==> src/rtl/wb_port_arbiter_pkg.sv <==
// Shared constants for the writeback port arbiter: select codes, FSM encoding,
// the hard-wired zero register and small index helpers.
`ifndef WB_PORT_ARBITER_PKG_SV
`define WB_PORT_ARBITER_PKG_SV

package wb_port_arbiter_pkg;

    localparam logic [1:0] WB_SEL_A = 2'd0;
    localparam logic [1:0] WB_SEL_B = 2'd1;
    localparam logic [1:0] WB_SEL_C = 2'd2;

    localparam int WB_REG_ZERO = 0;

    typedef enum logic {
        ST_IDLE  = 1'b0,
        ST_GRANT = 1'b1
    } wb_state_t;

    // Round-robin successor of a winner index, wrapping C back to A.
    function automatic logic [1:0] wb_ptr_next(input logic [1:0] win);
        return (win == WB_SEL_C) ? WB_SEL_A : win + 2'd1;
    endfunction

    function automatic logic [2:0] wb_onehot(input logic [1:0] idx);
        return 3'b001 << idx;
    endfunction

endpackage

`endif

==> src/rtl/wb_rr_pick.sv <==
// Combinational winner selection over three eligible sources, searching in
// priority order starting at i_ptr (tie i_ptr to 0 for fixed A > B > C).
module wb_rr_pick
    import wb_port_arbiter_pkg::*;
(
    input  logic [2:0] i_elig,
    input  logic [1:0] i_ptr,
    output logic [1:0] o_win,
    output logic       o_vld
);

    logic [1:0] w_p0;
    logic [1:0] w_p1;
    logic [1:0] w_p2;

    always_comb begin
        case (i_ptr)
            WB_SEL_B: begin
                w_p0 = WB_SEL_B;
                w_p1 = WB_SEL_C;
                w_p2 = WB_SEL_A;
            end
            WB_SEL_C: begin
                w_p0 = WB_SEL_C;
                w_p1 = WB_SEL_A;
                w_p2 = WB_SEL_B;
            end
            default: begin
                w_p0 = WB_SEL_A;
                w_p1 = WB_SEL_B;
                w_p2 = WB_SEL_C;
            end
        endcase
    end

    always_comb begin
        o_vld = 1'b1;
        o_win = w_p0;
        if (i_elig[w_p0]) begin
            o_win = w_p0;
        end else if (i_elig[w_p1]) begin
            o_win = w_p1;
        end else if (i_elig[w_p2]) begin
            o_win = w_p2;
        end else begin
            o_vld = 1'b0;
            o_win = WB_SEL_A;
        end
    end

endmodule

==> src/rtl/wb_port_arbiter.sv <==
// Arbitrates the single register-file write port between ALU (A), load (B) and
// link (C) writeback sources. Define WB_ARB_ROUND_ROBIN_EN for round-robin,
// otherwise fixed priority A > B > C.
module wb_port_arbiter
    import wb_port_arbiter_pkg::*;
#(
    parameter int DATA_W = 32,
    parameter int ADDR_W = 5
) (
    input  logic              i_clk,
    input  logic              i_rst_n,
    input  logic [2:0]        i_req,
    input  logic [ADDR_W-1:0] i_addr_a,
    input  logic [ADDR_W-1:0] i_addr_b,
    input  logic [ADDR_W-1:0] i_addr_c,
    input  logic [DATA_W-1:0] i_data_a,
    input  logic [DATA_W-1:0] i_data_b,
    input  logic [DATA_W-1:0] i_data_c,
    input  logic              i_stall,
    output logic [2:0]        o_gnt,
    output logic [1:0]        o_sel,
    output logic              o_we,
    output logic [ADDR_W-1:0] o_waddr,
    output logic [DATA_W-1:0] o_wdata,
    output logic              o_busy
);

    wb_state_t         r_state;
    wb_state_t         w_state_nxt;
    logic              r_armed;
    logic [2:0]        r_gnt;
    logic [1:0]        r_sel;
    logic              r_we;
    logic [ADDR_W-1:0] r_waddr;
    logic [DATA_W-1:0] r_wdata;

    logic [2:0]        w_mask;
    logic [2:0]        w_elig;
    logic [1:0]        w_ptr;
    logic [1:0]        w_win;
    logic              w_win_vld;
    logic [ADDR_W-1:0] w_win_addr;
    logic [DATA_W-1:0] w_win_data;
    logic              w_load;
    logic              w_we_nxt;

    // The source granted last cycle sits out one cycle so a held request is
    // never written twice.
    assign w_mask = (r_state == ST_GRANT) ? r_gnt : 3'b000;
    assign w_elig = i_req & ~w_mask;

`ifdef WB_ARB_ROUND_ROBIN_EN
    logic [1:0] r_ptr;

    always_ff @(posedge i_clk or negedge i_rst_n) begin
        if (!i_rst_n) begin
            r_ptr <= WB_SEL_A;
        end else if (w_load) begin
            r_ptr <= wb_ptr_next(w_win);
        end
    end

    assign w_ptr = r_ptr;
`else
    assign w_ptr = WB_SEL_A;
`endif

    wb_rr_pick u_pick (
        .i_elig (w_elig),
        .i_ptr  (w_ptr),
        .o_win  (w_win),
        .o_vld  (w_win_vld)
    );

    always_comb begin
        case (w_win)
            WB_SEL_B: begin
                w_win_addr = i_addr_b;
                w_win_data = i_data_b;
            end
            WB_SEL_C: begin
                w_win_addr = i_addr_c;
                w_win_data = i_data_c;
            end
            default: begin
                w_win_addr = i_addr_a;
                w_win_data = i_data_a;
            end
        endcase
    end

    // Arbitration stays off for the first edge after reset release so that
    // reset deassertion never coincides with a register-file write.
    always_ff @(posedge i_clk or negedge i_rst_n) begin
        if (!i_rst_n) begin
            r_armed <= 1'b0;
        end else begin
            r_armed <= 1'b1;
        end
    end

    always_ff @(posedge i_clk or negedge i_rst_n) begin
        if (!i_rst_n) begin
            r_state <= ST_IDLE;
        end else begin
            r_state <= w_state_nxt;
        end
    end

    always_comb begin
        w_state_nxt = ST_IDLE;
        if (r_armed && w_win_vld && !i_stall) begin
            w_state_nxt = ST_GRANT;
        end
    end

    always_comb begin
        w_load   = (w_state_nxt == ST_GRANT);
        w_we_nxt = w_load && (w_win_addr != ADDR_W'(WB_REG_ZERO));
    end

    always_ff @(posedge i_clk or negedge i_rst_n) begin
        if (!i_rst_n) begin
            r_gnt   <= 3'b000;
            r_we    <= 1'b0;
            r_sel   <= WB_SEL_A;
            r_waddr <= '0;
            r_wdata <= '0;
        end else begin
            r_gnt <= w_load ? wb_onehot(w_win) : 3'b000;
            r_we  <= w_we_nxt;
            if (w_load) begin
                r_sel   <= w_win;
                r_waddr <= w_win_addr;
                r_wdata <= w_win_data;
            end
        end
    end

    assign o_gnt   = r_gnt;
    assign o_sel   = r_sel;
    assign o_we    = r_we;
    assign o_waddr = r_waddr;
    assign o_wdata = r_wdata;
    assign o_busy  = |(i_req & ~r_gnt);

endmodule

==> config.mk <==
export PLATFORM = sky130hd
export DESIGN_NAME = wb_port_arbiter
export DESIGN_NICKNAME = d
export VERILOG_FILES = /design/src/rtl/wb_port_arbiter_pkg.sv /design/src/rtl/wb_rr_pick.sv /design/src/rtl/wb_port_arbiter.sv
export SDC_FILE = /design/constraint.sdc
export NUM_CORES = 1
export LEC_CHECK = 0
export CAP_MARGIN = 10
export CORE_AREA = 2 2 96 75
export DETAILED_ROUTE_END_ITERATION = 6
export DIE_AREA = 0 0 98 77
export PLACE_DENSITY_LB_ADDON = 0.2
export SYNTH_ARGS = -nofsm -noshare
export SYNTH_HDL_FRONTEND = slang
export SYNTH_SLANG_ARGS = --single-unit
==> constraint.sdc <==
create_clock -name i_clk -period 2 [get_ports i_clk]
set_input_delay 0.2 -clock i_clk [delete_from_list [all_inputs] [get_ports i_clk]]
set_output_delay 0.2 -clock i_clk [all_outputs]
set_load 0.02 [all_outputs]
==> results_dict.tcl, run 1 <==
set metrics [dict create \
    synth_top_area_cell "dfrtp_1" \
    skew_ns 0.00575 \
    setup_viol_count_final 0 \
    synth_top_area_frac 0.501 \
    status "complete, but fails checks" \
    clock_path_buffers 2 \
    synth_cells 204 \
    yosys-mux-area-fraction 0.00501 \
    endpoint_kind "register" \
    max_slew.worst_pin.slew_ns 0.564 \
    synth_top_family_by_area "compound AO/OA/AOI/OAI gates" \
    top_layer "met4" \
    grt-ovfl-total 0 \
    numCtsBuffers 5 \
    ir_worst_vdd_uv 287 \
    cts_root_buf "clkbuf_8" \
    dr_total_vias 2305 \
    hpwl_mm 5.48 \
    drtAntennaViolNets 0 \
    avgSynthCellArea_sq_um 11.0 \
    worstSetupStartpointType "register" \
    synth_compound_area_frac 0.319 \
    place_congestion 0.858 \
    fmax_mhz 561 \
    dp_cells 441 \
    total_power_mw 2.66 \
    dr_wl_met3_um 665 \
    fin_util 0.616 \
    antenna_found_initial 0 \
    port_buffers 160 \
    powerDensity_nw_per_um2 653 \
    yosysUniqueCellTypes 30 \
    initial_utilization 0.340 \
    criticalPathCategory "register to register" \
    violations "negative hold slack" \
    postRouteWirelength_mm 7.05 \
    wl_met1_mm 3.07 \
    grt_max_degree 46 \
    rsz0062_at_grt "no" \
    first_pass_iters 4 \
    wl_per_cell_um 15.7 \
    core_area_sq_um 6600 \
    synthAdderAreaFrac 0 \
    dr_wl_met2_mm 3.28 \
    fin_ws_ns 0.218 \
    synth_area_leaders "dfrtp_1, a221o_1, a22oi_1" \
    crit_fanout 5 \
    max_cap_violations 0 \
    required_ns 2.18 \
    cts_tree "yes" \
    clock_sinks 45 \
    pre_cts_slack_ns -0.0350 \
    grt_pass1_wl_mm 11.3 \
    fin_cells 449 \
    mostFrequentLayoutCell "clkdlybuf4s50_1" \
    critical_path_arrival_ns 1.96 \
    yosys.area_share.simple 0.104 \
    vias_per_cell 5.13 \
    finalHoldWorstSlack_ns -0.0124 \
    antenna_cells 0 \
    fillers 562 \
    synth_warnings 0 \
    min_period_over_period 0.891 \
    final_cell_area_sq_um 4070 \
    track_usage 0.184 \
    rows 26 \
    grt_pass1_vias 2331 \
    post_cts_buffers 0 \
    die_w_um 98 \
    die-area_sq_um 7550 \
    top_level_ports 161 \
    syn_to_final_growth_pct 81.2 \
    syn_nets 321 \
    cts-htree-levels 2 \
    relSlewSlack 0.624 \
    final-hold-violation-count 43 \
    synth-seq-area-share 0.501 \
    drc 0 \
    placed_cell_area_sq_um 3970 \
    drt-initial-drc-count 77 \
    final_nets 481 \
    drive_above_1_share 0.0795 \
    layout_min_cycle_time_ns 1.78 \
    ys_ff_latch 45 \
    clk_pin_slew_ns 0.08 \
    die_y_um 77 \
    syn_area_sq_um 2250 \
    clk_latency_ns 0.29 \
    synth_xor_area_frac 0 \
    layout_common_cells "clkdlybuf4s50_1, dfrtp_1, nor2_1" \
    p_leak_nw 1.69 \
    hold_path.class "primary input to async pin" \
    slew_viol_final 0 \
]
critical path: stages, from the launching register on:
cell	delay, ns
dfrtp_1	0.46
a21bo_1	0.24
nor4b_4	0.37
nor2_2	0.11
a21oi_1	0.20
nand4_1	0.12
o21a_1	0.18
path summary, 6_finish.rpt:
| check | start | slack (ns) | depth (start not counted) | end |
|---|---|---|---|---|
| min in group i_clk | o_sel[1] | 0.48 | 1 | o_sel[1] |
| max in group asynchronous | i_rst_n | 1.63 | 2 | o_wdata[28] |
| max reg2reg | r_state | 0.22 | 6 | o_we |
| min reg2reg | o_sel[1] | 0.48 | 1 | o_sel[1] |
| max | r_state | 0.22 | 6 | o_we |
| min | i_rst_n | -0.01 | 2 | o_waddr[3] |
area by class of cell:
class | instances | area [sq um] | area share
Multi-Input combinational cell | 137 | 978 | 0.240
Sequential cell | 45 | 1130 | 0.277
Clock buffer | 6 | 82.6 | 0.0203
Inverter | 3 | 11.3 | 0.00277
Clock inverter | 2 | 13.8 | 0.00338
Timing Repair Buffer | 172 | 1750 | 0.431
Tap cell | 84 | 105 | 0.0258
cells by family (layout without fill, tap and decap cells):
logic type / after synthesis / after routing
flops: 45 / 45
other cells: 1 / 1
compound gates: 85 / 85
simple gates: 50 / 50
buf+inv: 22 / 183
mux: 1 / 1
metal layers:
| layer | GRT usage | vias up |
|---|---|---|
| li1 | - | 1104 |
| met1 | 0.237 | 1085 |
| met2 | 0.305 | 114 |
| met3 | 0.0620 | 2 |
| met4 | 0.0375 | 0 |
| met5 | 0 | - |
power by group:
part	internal, mW	switching (mW)
clock	0.280	0.295
sequential	1.04	0.0752
combinational	0.570	0.399
total	1.89	0.770
timing repair:
item / 4_1_cts / 5_1_grt
resized for setup: 0 / 1
endpoints found under the setup margin: 0 / 1
hold buffers: 0 / 0
synth_stat cells, drive strengths merged:
cell,n
nand4,1
clkbuf,6
nor2b,2
and2b,3
o21ai,5
a21boi,1
a31o,1
nor4b,1
buf,13
a221o,32
nand2b,1
o21bai,1
nand2,7
inv,3
nor2,34
a21oi,4
a22oi,32
a21bo,1
o21a,1
mux2,1
a211oi,1
a21o,2
nand3,1
conb,1
dfrtp,45
a22o,4
through the flow:
stage | TNS (ns) | hold slack, ns
global route | 0 | 0.0407
finish | 0 | -0.0124
floorplan | 0 | -0.0956
CTS | 0 | 0.00249
detailed placement | -0.0350 | 0.317
global placement | 0 | 0.317
flip-flops by register name (all words and copies together) (netlist names):
register  cells
r_state       1
o_gnt         3
o_waddr       5
r_armed       1
o_we          1
o_sel         2
o_wdata      32
Note: power is estimated with default switching activity, not from simulation.
==> run 2: changes to the inputs <==
- CORE_AREA: 2 2 96 75 -> 2 2 95 74
- CTS_BUF_LIST: default -> sky130_fd_sc_hd__clkbuf_2
- DIE_AREA: 0 0 98 77 -> 0 0 97 76
- SLEW_MARGIN: default -> 20
==> results_dict.tcl, run 2 (synthesized netlist as in run 1, its figures left out) <==
set metrics [dict create \
    placed_cell_area_sq_um 3940 \
    layout.area.seq_sq_um 1130 \
    ir_worst_vdd_uv 260 \
    multi_input_area_sq_um 978 \
    final-hold-violation-count 0 \
    postRouteWirelength_mm 6.93 \
    wl_per_cell_um 15.5 \
    clk_latency_ns 0.40 \
    syn_to_final_growth_pct 78.3 \
    powerDensity_nw_per_um2 611 \
    slew_viol_final 0 \
    status "completed" \
    criticalPathCategory "register to register" \
    rsz0062_at_grt "no" \
    max_cap_violations 0 \
    crit_start "r_state" \
    drtAntennaViolNets 0 \
    grt_pass1_wl_mm 11.3 \
    vias_per_cell 5.17 \
    largest_reg_flops 32 \
    antenna_found_initial 0 \
    required_ns 2.30 \
    grt_max_degree 46 \
    drc 0 \
    final_cell_area_sq_um 4000 \
    numCtsBuffers 5 \
    critical_path_arrival_ns 2.15 \
    r2r_cells 6 \
    hpwl_mm 5.26 \
    setup_viol_count_final 0 \
    cts_root_buf "clkbuf_2" \
    core_area_sq_um 6540 \
    p_leak_nw 1.67 \
    grt_pass1_vias 2297 \
    mostFrequentLayoutCell "clkdlybuf4s50_1" \
    die_y_um 76 \
    endpoint_kind "register" \
    die_w_um 97 \
    clock_path_buffers 2 \
    clk_pin_slew_ns 0.23 \
    cts_tree "yes" \
    track_usage 0.189 \
    initial_utilization 0.343 \
    top_level_ports 161 \
    die-area_sq_um 7370 \
    fmax_mhz 540 \
    timing.rr.start "r_state" \
    reg2reg_to "o_we" \
    first_pass_iters 4 \
    setup_tns_ns 0 \
    rows 26 \
    clock_sinks 45 \
    antenna_cells 0 \
    port_buffers 160 \
    place_congestion 0.846 \
    hold_path.class "primary input to async pin" \
    worstSetupStartpointType "register" \
    dr_total_vias 2318 \
    layout_common_cells "clkdlybuf4s50_1, dfrtp_1, nor2_1" \
    fin_util 0.612 \
    cts-htree-levels 2 \
    fillers 556 \
    crit_end "o_we" \
    final_nets 480 \
    drive_above_1_share 0.0742 \
    layout_min_cycle_time_ns 1.85 \
    min_period_over_period 0.926 \
    drt-initial-drc-count 74 \
    crit_fanout 5 \
    grt-ovfl-total 0 \
    rrSetupSlack_ns 0.15 \
    skew_ns 0.0194 \
]
run 2: area by class of cell:
cell class	instances	area share
sequential	45	0.281
tap	84	0.0263
timing repair buffer	171	0.435
clock inverter	2	0.00250
clock buffer	6	0.00750
multi-input combinational	137	0.244
inverter	3	0.00281
run 2: worst min-delay path by stage:
stage / end / slack, ns / from / depth (start not counted)
after floorplan: o_gnt[0] / -0.1 / i_rst_n / 0
after global placement: o_waddr[1] / 0.20 / i_rst_n / 2
after detailed placement: o_waddr[1] / 0.20 / i_rst_n / 2
after CTS: o_wdata[30] / 0.26 / i_rst_n / 3
after global routing: o_wdata[3] / 0.26 / i_rst_n / 3
final: o_wdata[30] / 0.29 / i_rst_n / 3
run 2: routing by layer:
| metal | GRT usage | share of wire | wire length, um |
|---|---|---|---|
| met4 | 0.0465 | 0.0092 | 64 |
| met3 | 0.0761 | 0.11 | 772 |
| met1 | 0.241 | 0.42 | 2940 |
| met2 | 0.303 | 0.45 | 3150 |
| met5 | 0 | 0 | 0 |
run 2: timing repair:
action,in CTS,in global routing
resized for setup,1,0
endpoints found under the setup margin,1,1
hold endpoints to repair,45,0
hold buffers,1,0
gates cloned,0,0
setup buffers,0,2
run 2: worst max-delay path: stages (launching register included):
cell and delay, ns:
dfrtp_1 0.51, a21bo_1 0.24, nor4b_4 0.36, nor2_2 0.11, a21oi_1 0.21, nand4_1 0.16
o21a_1 0.20
run 2: power by group:
part,internal [mW],switching [mW]
clock,0.0881,0.276
combinational,0.570,0.400
sequential,1.04,0.0766
total,1.69,0.753
run 2: metrics by stage:
step	hold WS (ns)	power (mW)	setup WS, ns	instances
global route	0.263	2.59	0.0324	448
CTS	0.258	2.48	0.0678	446
floorplan	-0.0956	1.52	0.194	204
detailed placement	0.199	2.11	-0.0784	437
global placement	0.202	2.09	0.0296	437
finish	0.287	2.45	0.147	448
